**src/rtl/req_queue4_pkg.sv**
```systemverilog
// req_queue4_pkg: shared definitions for the four-channel request buffer.
//   NUM_CH     - number of requester channels
//   src_t      - channel index carried with each popped entry
//   is_onehot4 - true when exactly one of four grant bits is set
package req_queue4_pkg;

  localparam int NUM_CH = 4;

  typedef logic [1:0] src_t;

  function automatic logic is_onehot4(input logic [3:0] g);
    return (g != 4'b0000) && ((g & (g - 4'd1)) == 4'b0000);
  endfunction

endpackage

```
**src/rtl/req_fifo.sv**
```systemverilog
// req_fifo: single-channel circular FIFO with an explicit occupancy count.
// Ports:
//   clk, rst         - clock, asynchronous active-low reset
//   push, push_data  - write request and data (ignored when full)
//   pop              - read request (ignored when empty)
//   head             - entry at the read pointer
//   count            - registered occupancy, 0..DEPTH
//   full, empty      - decoded from the registered count
module req_fifo #(
  parameter int DATA_W = 8,
  parameter int DEPTH  = 4
) (
  input  logic                     clk,
  input  logic                     rst,
  input  logic                     push,
  input  logic [DATA_W-1:0]        push_data,
  input  logic                     pop,
  output logic [DATA_W-1:0]        head,
  output logic [$clog2(DEPTH):0]   count,
  output logic                     full,
  output logic                     empty
);

  localparam int AW = $clog2(DEPTH);
  localparam int CW = AW + 1;

  logic [DATA_W-1:0] mem [DEPTH];
  logic [AW-1:0]     rd_ptr;
  logic [AW-1:0]     wr_ptr;
  logic              do_push;
  logic              do_pop;

  // Full/empty come from the registered count, so a pop this cycle does
  // not make room for a push until the next cycle.
  assign full    = (count == CW'(DEPTH));
  assign empty   = (count == '0);
  assign do_push = push && !full;
  assign do_pop  = pop && !empty;
  assign head    = mem[rd_ptr];

  always_ff @(posedge clk or negedge rst) begin
    if (!rst) begin
      rd_ptr <= '0;
      wr_ptr <= '0;
      count  <= '0;
    end else begin
      // Pointer arithmetic wraps naturally because DEPTH is a power of two.
      if (do_push) wr_ptr <= wr_ptr + 1'b1;
      if (do_pop)  rd_ptr <= rd_ptr + 1'b1;
      count <= count + CW'(do_push) - CW'(do_pop);
    end
  end

  always_ff @(posedge clk) begin
    if (do_push) mem[wr_ptr] <= push_data;
  end

endmodule

```
**src/rtl/req_queue4.sv**
```systemverilog
// req_queue4: four-channel request buffer in front of a 4-way arbiter.
// Each channel owns a req_fifo; req[] reports non-empty channels, and a
// legal one-hot grant pops the granted head onto out_data/out_src with a
// one-cycle out_valid pulse. Illegal grants (multi-hot, or targeting an
// empty channel) pop nothing and pulse gnt_err.
// Ports:
//   clk, rst                 - clock, asynchronous active-low reset
//   in_valid[3:0]            - per-channel push request (bit0 = a)
//   in_data_a..in_data_d     - push data per channel
//   in_ready[3:0]            - per-channel FIFO not full
//   req[3:0]                 - per-channel FIFO non-empty
//   gnt_a..gnt_d             - arbiter grants
//   out_valid, out_data, out_src - registered popped entry
//   gnt_err                  - registered illegal-grant pulse
// Optional (REQ_QUEUE4_LEVEL_EN defined):
//   level                    - all four registered counts, channel a lowest
//   ovf_sticky[3:0]          - set on push attempt while full, reset-only clear
module req_queue4
  import req_queue4_pkg::*;
#(
  parameter int DATA_W = 8,
  parameter int DEPTH  = 4
) (
  input  logic              clk,
  input  logic              rst,
  input  logic [3:0]        in_valid,
  input  logic [DATA_W-1:0] in_data_a,
  input  logic [DATA_W-1:0] in_data_b,
  input  logic [DATA_W-1:0] in_data_c,
  input  logic [DATA_W-1:0] in_data_d,
  output logic [3:0]        in_ready,
  output logic [3:0]        req,
  input  logic              gnt_a,
  input  logic              gnt_b,
  input  logic              gnt_c,
  input  logic              gnt_d,
  output logic              out_valid,
  output logic [DATA_W-1:0] out_data,
  output src_t              out_src,
  output logic              gnt_err
`ifdef REQ_QUEUE4_LEVEL_EN
  ,
  output logic [4*($clog2(DEPTH)+1)-1:0] level,
  output logic [3:0]        ovf_sticky
`endif
);

  localparam int CW = $clog2(DEPTH) + 1;

  logic [DATA_W-1:0] in_data [NUM_CH];
  logic [DATA_W-1:0] head    [NUM_CH];
  logic [CW-1:0]     count   [NUM_CH];
  logic [3:0]        full;
  logic [3:0]        empty;
  logic [3:0]        push;
  logic [3:0]        pop;
  logic [3:0]        gnt_vec;
  src_t              gnt_idx;
  logic              gnt_ok;

  assign in_data[0] = in_data_a;
  assign in_data[1] = in_data_b;
  assign in_data[2] = in_data_c;
  assign in_data[3] = in_data_d;

  assign in_ready = ~full;
  assign req      = ~empty;
  assign push     = in_valid & in_ready;

  for (genvar i = 0; i < NUM_CH; i++) begin : g_ch
    req_fifo #(
      .DATA_W (DATA_W),
      .DEPTH  (DEPTH)
    ) u_fifo (
      .clk       (clk),
      .rst       (rst),
      .push      (push[i]),
      .push_data (in_data[i]),
      .pop       (pop[i]),
      .head      (head[i]),
      .count     (count[i]),
      .full      (full[i]),
      .empty     (empty[i])
    );
  end

  // gnt_idx is only meaningful when gnt_vec is one-hot; the legality
  // check below qualifies it before anything is popped.
  always_comb begin
    gnt_vec = {gnt_d, gnt_c, gnt_b, gnt_a};
    gnt_idx = '0;
    for (int i = 0; i < NUM_CH; i++) begin
      if (gnt_vec[i]) gnt_idx = src_t'(i);
    end
    gnt_ok = is_onehot4(gnt_vec) && req[gnt_idx];
    pop    = gnt_ok ? gnt_vec : 4'b0000;
  end

  always_ff @(posedge clk or negedge rst) begin
    if (!rst) begin
      out_valid <= 1'b0;
      out_data  <= '0;
      out_src   <= '0;
      gnt_err   <= 1'b0;
    end else begin
      out_valid <= gnt_ok;
      gnt_err   <= (gnt_vec != 4'b0000) && !gnt_ok;
      if (gnt_ok) begin
        out_data <= head[gnt_idx];
        out_src  <= gnt_idx;
      end
    end
  end

`ifdef REQ_QUEUE4_LEVEL_EN
  for (genvar i = 0; i < NUM_CH; i++) begin : g_level
    assign level[i*CW +: CW] = count[i];
  end

  always_ff @(posedge clk or negedge rst) begin
    if (!rst) ovf_sticky <= 4'b0000;
    else      ovf_sticky <= ovf_sticky | (in_valid & ~in_ready);
  end
`endif

endmodule

```
**config.mk**
```make
export PLATFORM = sky130hd
export DESIGN_NAME = req_queue4
export DESIGN_NICKNAME = d
export VERILOG_FILES = /design/src/rtl/req_queue4_pkg.sv /design/src/rtl/req_fifo.sv /design/src/rtl/req_queue4.sv
export SDC_FILE = /design/constraint.sdc
export NUM_CORES = 1
export LEC_CHECK = 0
export ABC_AREA = 1
export BUFFER_PORTS_ARGS = -buffer_cell sky130_fd_sc_hd__buf_2
export CAP_MARGIN = 20
export CELL_PAD_IN_SITES_DETAIL_PLACEMENT = 1
export CELL_PAD_IN_SITES_GLOBAL_PLACEMENT = 2
export CORE_ASPECT_RATIO = 0.6
export CORE_UTILIZATION = 42
export DETAILED_ROUTE_END_ITERATION = 16
export GPL_TIMING_DRIVEN = 0
export HOLD_SLACK_MARGIN = 0.02
export PLACE_DENSITY_LB_ADDON = 0.2
export SYNTH_ARGS = -nofsm -noshare
export SYNTH_HDL_FRONTEND = slang
export SYNTH_SLANG_ARGS = --single-unit
```
**constraint.sdc**
```tcl
create_clock -name clk -period 6.7 [get_ports clk]
set_input_delay 0.335 -clock clk [delete_from_list [all_inputs] [get_ports clk]]
set_output_delay 0.335 -clock clk [all_outputs]
set_load 0.1 [all_outputs]
```
== After elaboration in Yosys (flattened, before gate mapping) ==
Memory sizes are Yosys's and may differ from the RTL's.
Index checks and enable logic that the tools add are counted.

* Magnitude comparators: 2
* Muxes and demuxes: 17
* Reduce and logical (&&, ||, !) cells: 26
* Equal/unequal tests: 4
* $add $sub $neg: 17
* Bitwise operators: 5

{| class="wikitable"
|+ Operators with widths
! kind !! count
|-
| $add A2 B1 Y2 const B || 8
|-
| $bmux W8 S2 || 1
|-
| $mux W8 || 2
|-
| $add A3 B1 Y3 || 4
|-
| $eq A3 B3 Y1 const B || 4
|-
| $logic_not A3 Y1 || 4
|-
| $sub A3 B1 Y3 || 4
|-
| $logic_and A1 B1 Y1 || 11
|-
| $mux W1 || 10
|-
| $logic_not A1 Y1 || 9
|-
| $and A4 B4 Y4 || 2
|-
| $not A4 Y4 || 2
|-
| $logic_not A4 Y1 || 1
|-
| $mux W2 || 2
|-
| $mux W4 || 1
|-
| $reduce_bool A4 Y1 || 1
|-
| $sub A4 B1 Y4 const B || 1
|-
| $ge A3 B3 Y1 const B || 1
|-
| $lt A2 B3 Y1 const B || 1
|-
| $not A2 Y3 || 1
|-
| $bmux W1 S2 || 1
|}

* Register bits: 40
* Memories kept: 4
* Logic and storage cells: 91
* Input port bits: 42
* Output and inout port bits: 20
* Bits in writable memories: 128

{| class="wikitable"
|+ Memory list
! name !! words !! width !! rd ports !! clocked after Yosys merged registers in !! wr ports !! RTL line !! RTL
|-
| g_ch[0].u_fifo.mem || 4 || 8 || 1 || 0 || 1 || req_fifo.sv:27 || <nowiki>logic [DATA_W-1:0] mem [DEPTH];</nowiki>
|-
| g_ch[1].u_fifo.mem || 4 || 8 || 1 || 0 || 1 || req_fifo.sv:27 ||
|-
| g_ch[2].u_fifo.mem || 4 || 8 || 1 || 0 || 1 || req_fifo.sv:27 ||
|-
| g_ch[3].u_fifo.mem || 4 || 8 || 1 || 0 || 1 || req_fifo.sv:27 ||
|}

== Logic depth before layout (Yosys ltp) ==
Gate-level depths: netlist (run 1).

* Depth after elaboration: 9
* Depth in mapped cells: 14

== By module ==
A second synthesis (run 1) with hierarchy kept.

* Cells, all modules: 799
* Area total of the unflattened synthesis: 7892.6 um^2

{| class="wikitable"
|+ Modules (own cells, without submodules)
! module !! cells an instance !! area each (um^2) !! times used !! seq. area each (um^2)
|-
| req_fifo || 159 || 1725.4 || 4 || 1136.1
|-
| req_queue4 || 163 || 991.0 || 1 || 300.3
|}

== Least setup slack after synthesis (run 1) ==
No wires, ideal clock.

* Kind: register to register
* From: register g_ch[1].u_fifo.count[1]
* To: register g_ch[3].u_fifo.count[2]
* Arrival time: 2.734 ns
* Cell stages (with the launch flop): 15
* Path slack: 3.843 ns
* Library setup time: 0.123 ns
* Path through: dfrtp_1 > nor2_1 > nand2_1 > nand2_1 > nand2_1 > nor2_2 > nor2_4 > nand2_1 > inv_1 > ha_1 > inv_1 > ha_1 > inv_1 > fa_1 > xnor2_1

* Longest elaborated chain between the ends: 8

{| class="wikitable"
|+ RTL lines
! item !! RTL line !! RTL
|-
| start, declared || req_fifo.sv:19 || <nowiki>output logic [$clog2(DEPTH):0] count,</nowiki>
|-
| start signal, assigned || req_fifo.sv:50 || <nowiki>count <= count + CW'(do_push) - CW'(do_pop);</nowiki>
|-
| $logic_not A3 Y1 || req_fifo.sv:36 || <nowiki>assign empty = (count == '0);</nowiki>
|-
| $not A4 Y4 || req_queue4.sv:67 || <nowiki>assign req = ~empty;</nowiki>
|-
| net req[1] || req_queue4.sv:32 || <nowiki>output logic [3:0] req,</nowiki>
|-
| $bmux W1 S2 || req_queue4.sv:95 || <nowiki>gnt_ok = is_onehot4(gnt_vec) && req[gnt_idx];</nowiki>
|-
| $mux W1 (not written as such) || req_queue4.sv:95 ||
|-
| $logic_and A1 B1 Y1 || req_queue4.sv:95 ||
|-
| $mux W4 || req_queue4.sv:96 || <nowiki>pop = gnt_ok ? gnt_vec : 4'b0000;</nowiki>
|-
| $logic_and A1 B1 Y1 || req_fifo.sv:38 || <nowiki>assign do_pop = pop && !empty;</nowiki>
|-
| net g_ch[3].u_fifo.do_pop || req_fifo.sv:31 || <nowiki>logic do_pop;</nowiki>
|-
| $sub A3 B1 Y3 || req_fifo.sv:50 ||
|-
| end signal, assigned || req_fifo.sv:50 ||
|-
| end, declared || req_fifo.sv:19 ||
|}

The timed path passes the listed nets, and every way through them passes these cells. The select of a mux whose other input is x is not followed.
A chain may end at the register's enable or synchronous reset.

== Worst setup path after layout (run 1) ==
* From: register g_ch[0].u_fifo.count[1]
* To: register g_ch[3].u_fifo.count[1]

* Longest elaborated chain between the ends: 8

{| class="wikitable"
|+ RTL lines
! item !! RTL line
|-
| start, declared || req_fifo.sv:19
|-
| start signal, assigned || req_fifo.sv:50
|-
| $logic_not A3 Y1 || req_fifo.sv:36
|-
| $not A4 Y4 || req_queue4.sv:67
|-
| $bmux W1 S2 || req_queue4.sv:95
|-
| $mux W1 (not written as such) || req_queue4.sv:95
|-
| $logic_and A1 B1 Y1 || req_queue4.sv:95
|-
| $mux W4 || req_queue4.sv:96
|-
| $logic_and A1 B1 Y1 || req_fifo.sv:38
|-
| net g_ch[3].u_fifo.do_pop || req_fifo.sv:31
|-
| $sub A3 B1 Y3 || req_fifo.sv:50
|}

The timed path passes the listed nets, and every way through them passes these cells. The select of a mux whose other input is x is not followed.

==> Flow_metrics.wiki, run 1 <==
{| class="wikitable"
! Metric !! Value
|-
| Yosys top cell area share || 50.6%
|-
| Cell Int Power || 2.49 mW
|-
| Final ANT Viol Nets || 0
|-
| Peak clock frequency supported by timing || 395 MHz
|-
| Fin util || 50.6%
|-
| Share of layout cells above drive strength 1 || 13.2%
|-
| RSZ-0062 raised after global routing || false
|-
| Slew Limit Fails || 0
|-
| Crit share post-route || 37.8%
|-
| Share of power burned in the clock network || 24.7%
|-
| Average detailed-routed wire length per instance || 17.9 um
|-
| I/O pins || 62
|-
| Layout Cells excl Fill || 1074
|-
| Worst-case headroom to the max-slew limit || 31.0%
|-
| Diodes inserted || 0
|-
| Arrival @ worst endpoint || 2.86 ns
|-
| Post-route cell area || 8810 um^2
|-
| Synthesis-to-layout area growth || 16.0%
|-
| Iteration count of the initial detailed-routing pass || 5
|-
| Synthesized netlist net count || 821
|-
| Peak ir drop on the vdd network || 415 uV
|-
| Die Outline Area || 18600 um^2
|-
| Number of cell rows || 37
|-
| Sequential share of power || 36.1%
|-
| Prevailing post-synth register cell || edfxtp_1
|-
| Initial core utilization || 43.6%
|-
| Endpoint kind of the worst setup timing path || register
|-
| Critical path type || reg2reg
|-
| CTS Sinks || 168
|-
| Static leakage || 4.02 nW
|-
| Half-perimeter wire length of the detailed placement result || 13.9 mm
|-
| Total of flip-flops plus latches after synthesis || 168
|-
| CORE AREA || 17400 um^2
|-
| Post-cts resize count || 0
|-
| H-tree levels || 4
|-
| Congestion Overflow GR || 0
|-
| Iteration-0 DRC count of the detailed router || 263
|-
| Cell count after synthesis || 751
|-
| Number of enable flip-flop cells after synthesis || 128
|-
| Number of buffers inserted during clock tree synthesis || 17
|-
| Cell area after synthesis || 7590 um^2
|-
| Setup Skew || 0.0221 ns
|-
| Count of maximum capacitance violations || 0
|-
| Power per standard cell area || 487 nW/um^2
|-
| Cell total after placement || 1045
|-
| Number of warnings reported in the yosys synthesis log || 0
|-
| Cell with the most instances after synthesis || nand2_1
|-
| Largest driver fanout on the critical path || 10
|-
| Number of distinct standard cells referenced by the synthesized netlist || 25
|-
| Share of synthesized area occupied by flip-flops and latches || 63.8%
|-
| Time the worst path needs with I/O delays and setup || 2.53 ns
|-
| Area leader, netlist || edfxtp_1
|-
| Kind of path behind the tightest hold check || in2async
|-
| Sum of routed wire length over all layers || 19.3 mm
|-
| Pin slew with the least headroom to its limit || 1.03 ns
|-
| Buffers added on ports || 60
|-
| TritonCTS clock tree || done
|-
| Number of buffers on the longest clock path || 2
|-
| Synth top area cells || edfxtp_1, nand2_1, dfrtp_1, nand3_1, inv_1
|-
| Die Span X || 176 um
|-
| Latest clock arrival within the worst-skew pair || 0.44 ns
|-
| Routed vias || 5254
|-
| Global-route wire length before repair || 30.2 mm
|-
| Net Switching || 1.80 mW
|-
| Comb power frac || 39.1%
|-
| # setup viols final || 0
|-
| Maximum number of pins on one net before global-route repair || 41
|-
| Mean cell area of the mapped netlist || 10.1 um^2
|-
| Endpoints failing hold || 0
|-
| Run status || completed
|-
| Initial antenna violation count || 0
|-
| Total of hold buffers inserted after clock tree synthesis || 0
|-
| Total cell area at the placement stage || 8190 um^2
|-
| Top post-synthesis cells by count || nand2_1, edfxtp_1, inv_1
|-
| Drt via density || 4.89
|-
| GP Congestion || 0.775
|-
| DR DRC count || 0
|-
| Fraction of synthesis flops using an asynchronous set or reset pin || 23.8%
|-
| Post-CTS setup buffers || 0
|-
| Vias in the first global route || 5618
|-
| Switching share of power || 42.0%
|-
| Post-layout net count || 900
|-
| Data required time of the worst path || 7.03 ns
|-
| Final setup TNS || 0 ns
|-
| Filler cell count in the final layout || 1967
|-
| Aggregate global-route resource usage || 22.2%
|-
| Critical path launch point type || register
|-
| Die Ht || 106 um
|-
| Clk pin slew, worst setup/hold paths || 0.06 ns
|-
| Cell chosen for the clock root || clkbuf_16
|}
==> critical path, stage by stage, from the launching register on <==
cell     delay, ns
dfrtp_1       0.44
inv_1         0.08
nand2_1       0.06
nor2_1        0.06
nor2_1        0.15
nor2_2        0.08
nor2_4        0.28
nand2_1       0.17
inv_1         0.11
ha_1          0.23
inv_1         0.06
ha_1          0.13
inv_1         0.04
fa_1          0.49
inv_1         0.05
==> per-layer routing <==
metal | share of wire (%) | vias to the layer above | wire, um | global-route usage (%)
met1 | 50 | 2602 | 9710 | 31.1
li1 | - | 2549 | - | -
met2 | 45 | 85 | 8670 | 34.5
met5 | 0 | - | 0 | 0
met3 | 3.4 | 18 | 659 | 4.90
met4 | 1.1 | 0 | 219 | 7.02
==> logic make-up (layout without fill, tap and decap cells) <==
family	count (synthesis)	count (layout)	synth area share, %
AOI/OAI and AO/OA	5	5	0.330
xor gates and xnor gates	16	16	1.85
adders and majority gates	28	28	5.01
buffers and inverters	129	218	6.97
DFF	168	168	63.8
and+or+nand+nor	405	405	22.0
==> cells in the final DEF, fill, tap and decap left out, types with 2 or more instances in the layout <==
master      instances
nand2_1           285
edfxtp_1          128
inv_1             100
nand3_1            76
buf_2              68
dfrtp_1            40
nor2_1             29
ha_1               24
clkbuf_16          17
nand4_1             9
clkbuf_1            8
xnor2_1             8
xor2_1              8
buf_4               5
clkinv_1            5
bufinv_16           5
o21ai_0             4
fa_1                4
inv_6               3
nor2_2              2
inv_2               2
buf_6               2
clkinvlp_4          2
==> layout make-up <==
| cell class | count | area (um^2) | area share, % |
|---|---|---|---|
| plain buffers | 23 | 130 | 1.48 |
| well taps | 234 | 293 | 3.32 |
| flip-flops and latches | 168 | 4840 | 55.0 |
| multi-input cells | 454 | 2220 | 25.2 |
| clock inverters | 12 | 199 | 2.26 |
| repair buffers | 60 | 300 | 3.41 |
| clock buffers | 17 | 425 | 4.83 |
| inverters | 106 | 399 | 4.53 |
==> power by group through the flow <==
stage	combinational, mW	clock (mW)	sequential (mW)
after floorplan	0.997	0	1.75
after global placement	1.61	0	1.55
after detailed placement	1.69	0	1.57
after CTS	1.70	1.08	1.56
after global routing	1.86	1.11	1.58
final	1.68	1.06	1.55
==> per-stage QoR <==
stage / hold slack [ns] / setup slack, ns / total power, mW
5_1_grt: 0.0985 / 3.92 / 4.55
3_3_place_gp: 0.461 / 4.04 / 3.17
6_report: 0.0449 / 4.17 / 4.29
2_1_floorplan: 0.0394 / 3.84 / 2.75
3_5_place_dp: 0.473 / 4.04 / 3.26
4_1_cts: 0.0763 / 4.15 / 4.33
==> sequential cells by signal, indices dropped and copies added (netlist names) <==
| register | count |
|---|---|
| g_ch.u_fifo.mem | 128 |
| g_ch.u_fifo.count | 12 |
| g_ch.u_fifo.rd_ptr | 8 |
| g_ch.u_fifo.wr_ptr | 8 |
| out_data | 8 |
| out_src | 2 |
| gnt_err | 1 |
| out_valid | 1 |
==> final timing paths <==
check,start,endpoint,slack (ns),cells after the start
max,g_ch[0].u_fifo.count[1],g_ch[3].u_fifo.count[1],4.17,14
min,rst,g_ch[2].u_fifo.wr_ptr[1],0.04,1
max reg2reg,g_ch[0].u_fifo.count[1],g_ch[3].u_fifo.count[1],4.17,14
min reg2reg,out_data[7],out_data[7],0.49,2
max in group asynchronous,rst,out_src[0],6.04,1
min in group clk,in_data_c[3],g_ch[2].u_fifo.mem[2][3],0.10,1
Note: power is estimated with default switching activity, not from simulation.
==> run 2, diff against run 1 <==
Settings changed: CORE_UTILIZATION 42 to 39.
Clock period 6.7 ns to 2.52 ns, I/O delays scaled along.
==> Flow_metrics.wiki, run 2 (synthesis results as in run 1) <==
{| class="wikitable"
! Metric !! Value
|-
| Vias in the first global route || 5667 (+0.87%)
|-
| Share of layout cells above drive strength 1 || 15.3% (+2.1 points)
|-
| Comb power frac || 39.9% (+0.8 points)
|-
| Filler cell count in the final layout || 2108 (+7.2%)
|-
| Placement-stage worst setup slack || 0.0321 ns (-4.01 ns)
|-
| Count of maximum capacitance violations || 0 (unchanged)
|-
| Flip-flop count of the largest register, all copies and words added || 128 (unchanged)
|-
| Share of power burned in the clock network || 24.2% (-0.5 points)
|-
| Biggest registers after layout || g_ch.u_fifo.mem (128), g_ch.u_fifo.count (12)
|-
| Congestion Overflow GR || 0 (unchanged)
|-
| Worst-case headroom to the max-slew limit || 38.7% (+7.7 points)
|-
| Run status || completed
|-
| TritonCTS clock tree || done
|-
| CORE AREA || 19000 um^2 (+9.3%)
|-
| Maximum number of pins on one net before global-route repair || 41 (unchanged)
|-
| Most frequent standard cell in the layout excluding fill and tap cells || nand2_1
|-
| Total cell area at the placement stage || 8230 um^2 (+0.49%)
|-
| Number of buffers on the longest clock path || 2 (unchanged)
|-
| Setup crit start || gnt_c
|-
| Depth of the most critical reg-to-reg path || 13 (-1)
|-
| Critical path type || in2reg
|-
| CTS Sinks || 168 (unchanged)
|-
| CP Depth || 15 (+1)
|-
| Post-layout net count || 941 (+4.6%)
|-
| Setup Skew || 0.0101 ns (-0.0120 ns)
|-
| Iteration-0 DRC count of the detailed router || 314 (+19%)
|-
| Post-route cell area || 9290 um^2 (+5.5%)
|-
| Initial antenna violation count || 0 (unchanged)
|-
| Critical path launch point type || input port
|-
| Commonest cells after routing, fill and taps aside || nand2_1, edfxtp_1, inv_1, nand3_1, buf_2
|-
| Die Ht || 110 um (+3.7%)
|-
| Max stage delay on crit path || 0.54 ns (+0.05 ns)
|-
| RSZ-0062 raised after global routing || true
|-
| Power per standard cell area || 1240 nW/um^2 (+150%)
|-
| Synthesis-to-layout area growth || 22.4%
|-
| Final Worst Setup Slack || 0.151 ns (-4.02 ns)
|-
| Critical path's top delay family || buffers and inverters
|-
| Net Switching || 4.86 mW (+170%)
|-
| Initial core utilization || 39.9% (-3.7 points)
|-
| Aggregate global-route resource usage || 21.0% (-1.2 points)
|-
| I/O pins || 62 (unchanged)
|-
| Cell occurring most often along the worst timing path || inv_1
|-
| Sequential share of power || 35.9% (-0.2 points)
|-
| Count of buffering cells on the critical path with inverters included || 8 (+3)
|-
| Kind of path behind the tightest hold check || in2async
|-
| Final ANT Viol Nets || 0 (unchanged)
|-
| GP Congestion || 0.795 (+2.6%)
|-
| DR DRC count || 0 (unchanged)
|-
| H-tree levels || 4 (unchanged)
|-
| Series of cell instances along the critical path || dlygate4sd3_1 -> buf_2 -> inv_2 -> a21oi_1 -> nand2_1 -> nand3_2 -> buf_6 -> nand4_1 -> inv_1 -> ha_1 -> inv_1 -> ha_1 -> inv_1 -> fa_1 -> inv_1
|-
| Endpoint kind of the worst setup timing path || register
|-
| Slew Limit Fails || 0 (unchanged)
|-
| Drt via density || 4.80 (-1.9%)
|-
| Minimum hold slack || 0.0336 ns (-0.0113 ns)
|-
| Cell Int Power || 6.63 mW (+170%)
|-
| Time the worst path needs with I/O delays and setup || 2.37 ns
|-
| Arrival @ worst endpoint || 2.70 ns (-0.16 ns)
|-
| Peak clock frequency supported by timing || 422 MHz
|-
| Cell chosen for the clock root || clkbuf_16
|-
| Latest clock arrival within the worst-skew pair || 0.44 ns (about the same)
|-
| Largest driver fanout on the critical path || 10 (unchanged)
|-
| Buffers added on ports || 60 (unchanged)
|-
| Pin slew with the least headroom to its limit || 0.917 ns (-0.115 ns)
|-
| Iteration count of the initial detailed-routing pass || 4 (-1)
|-
| Static leakage || 4.23 nW (+5.1%)
|-
| Register ranked first by flip-flop count || g_ch.u_fifo.mem
|-
| Overall power after layout || 11.5 mW (+170%)
|-
| Clk pin slew, worst setup/hold paths || 0.07 ns (about the same)
|-
| Number of buffers inserted during clock tree synthesis || 17 (unchanged)
|-
| Sum of routed wire length over all layers || 19.6 mm (+1.6%)
|-
| Half-perimeter wire length of the detailed placement result || 14.1 mm (+1.4%)
|-
| Number of cell rows || 39 (+5.4%)
|-
| Crit share post-route || 94.0%
|-
| Global-route wire length before repair || 30.7 mm (+1.5%)
|-
| Die Span X || 182 um (+3.7%)
|-
| Average detailed-routed wire length per instance || 17.3 um (-3.5%)
|-
| Critical-path cell with the highest stage delay || dlygate4sd3_1
|-
| Diodes inserted || 0 (unchanged)
|-
| Internal reg-to-reg setup slack || 0.18 ns (-3.99 ns)
|-
| Routed vias || 5425 (+3.3%)
|-
| Worst reg2reg startpoint || g_ch[3].u_fifo.count[1]
|-
| Endpoints failing hold || 0 (unchanged)
|-
| Die Outline Area || 20000 um^2 (+7.6%)
|-
| # setup viols final || 0 (unchanged)
|-
| Data required time of the worst path || 2.85 ns (-4.18 ns)
|-
| Peak ir drop on the vdd network || 731 uV (+76%)
|-
| Switching share of power || 42.3% (+0.30 points)
|}
[run 2: changes by cell type in the layout (fill, tap and decap cells not counted), moves of 3 or more]
cell	delta
nor2_1	-3
dfrtp_2	+3
nand2_1	-5
nand2_2	+3
dlygate4sd3_1	+35
buf_4	+4
dfrtp_1	-3
[run 2: routing by layer]
layer | GRT usage (%) | wire (um) | part of all wire (%) | up-vias
met1 | 28.9 | 9680 | 49 | 2670
met3 | 4.60 | 773 | 4.0 | 26
met2 | 33.2 | 8830 | 45 | 92
li1 | - | - | - | 2637
met4 | 7.02 | 278 | 1.4 | 0
met5 | 0 | 0 | 0 | -
[run 2: repair_timing]
| item | in CTS | in global routing |
|---|---|---|
| hold buffers | 35 | 0 |
| endpoints found under the hold margin | 172 | 0 |
| endpoints found under the setup margin | 0 | 8 |
| setup buffers | 0 | 5 |
| gates resized for setup | 0 | 11 |
[run 2: path summary, 6_finish.rpt]
path	end
setup / recovery	g_ch[0].u_fifo.count[1]
hold / removal	g_ch[3].u_fifo.wr_ptr[1]
setup reg to reg	g_ch[0].u_fifo.count[1]
hold reg to reg	out_data[3]
max in group asynchronous	g_ch[1].u_fifo.count[1]
min in group clk	g_ch[2].u_fifo.wr_ptr[0]
[run 2: final cells by class]
type	count	area [um^2]	area share [%]
clock inverters	15	200	2.15
multi-input cells	454	2270	24.4
plain buffers	23	134	1.44
clock buffers	17	425	4.58
repair buffers	101	708	7.62
flip-flops and latches	168	4850	52.2
inverters	106	399	4.29
well taps	246	308	3.31
[run 2: power by group through the flow]
stage          Clock [mW]  Combinational, mW  Sequential, mW
2_1_floorplan           0               2.69            4.66
3_3_place_gp            0               4.32            4.12
3_5_place_dp            0               4.52            4.17
4_1_cts              2.83               4.59            4.12
5_1_grt              2.94               5.11            4.20
6_report             2.78               4.58            4.12
[run 2: per-stage QoR]
step | utilization (%) | setup TNS [ns] | cells
3_5_place_dp | 43.2 | 0 | 1057
5_1_grt | 48.8 | -0.0448 | 1130
6_report | 48.8 | 0 | 1130
4_1_cts | 48.3 | 0 | 1124
3_3_place_gp | 43.2 | 0 | 1057
2_1_floorplan | - | 0 | 751
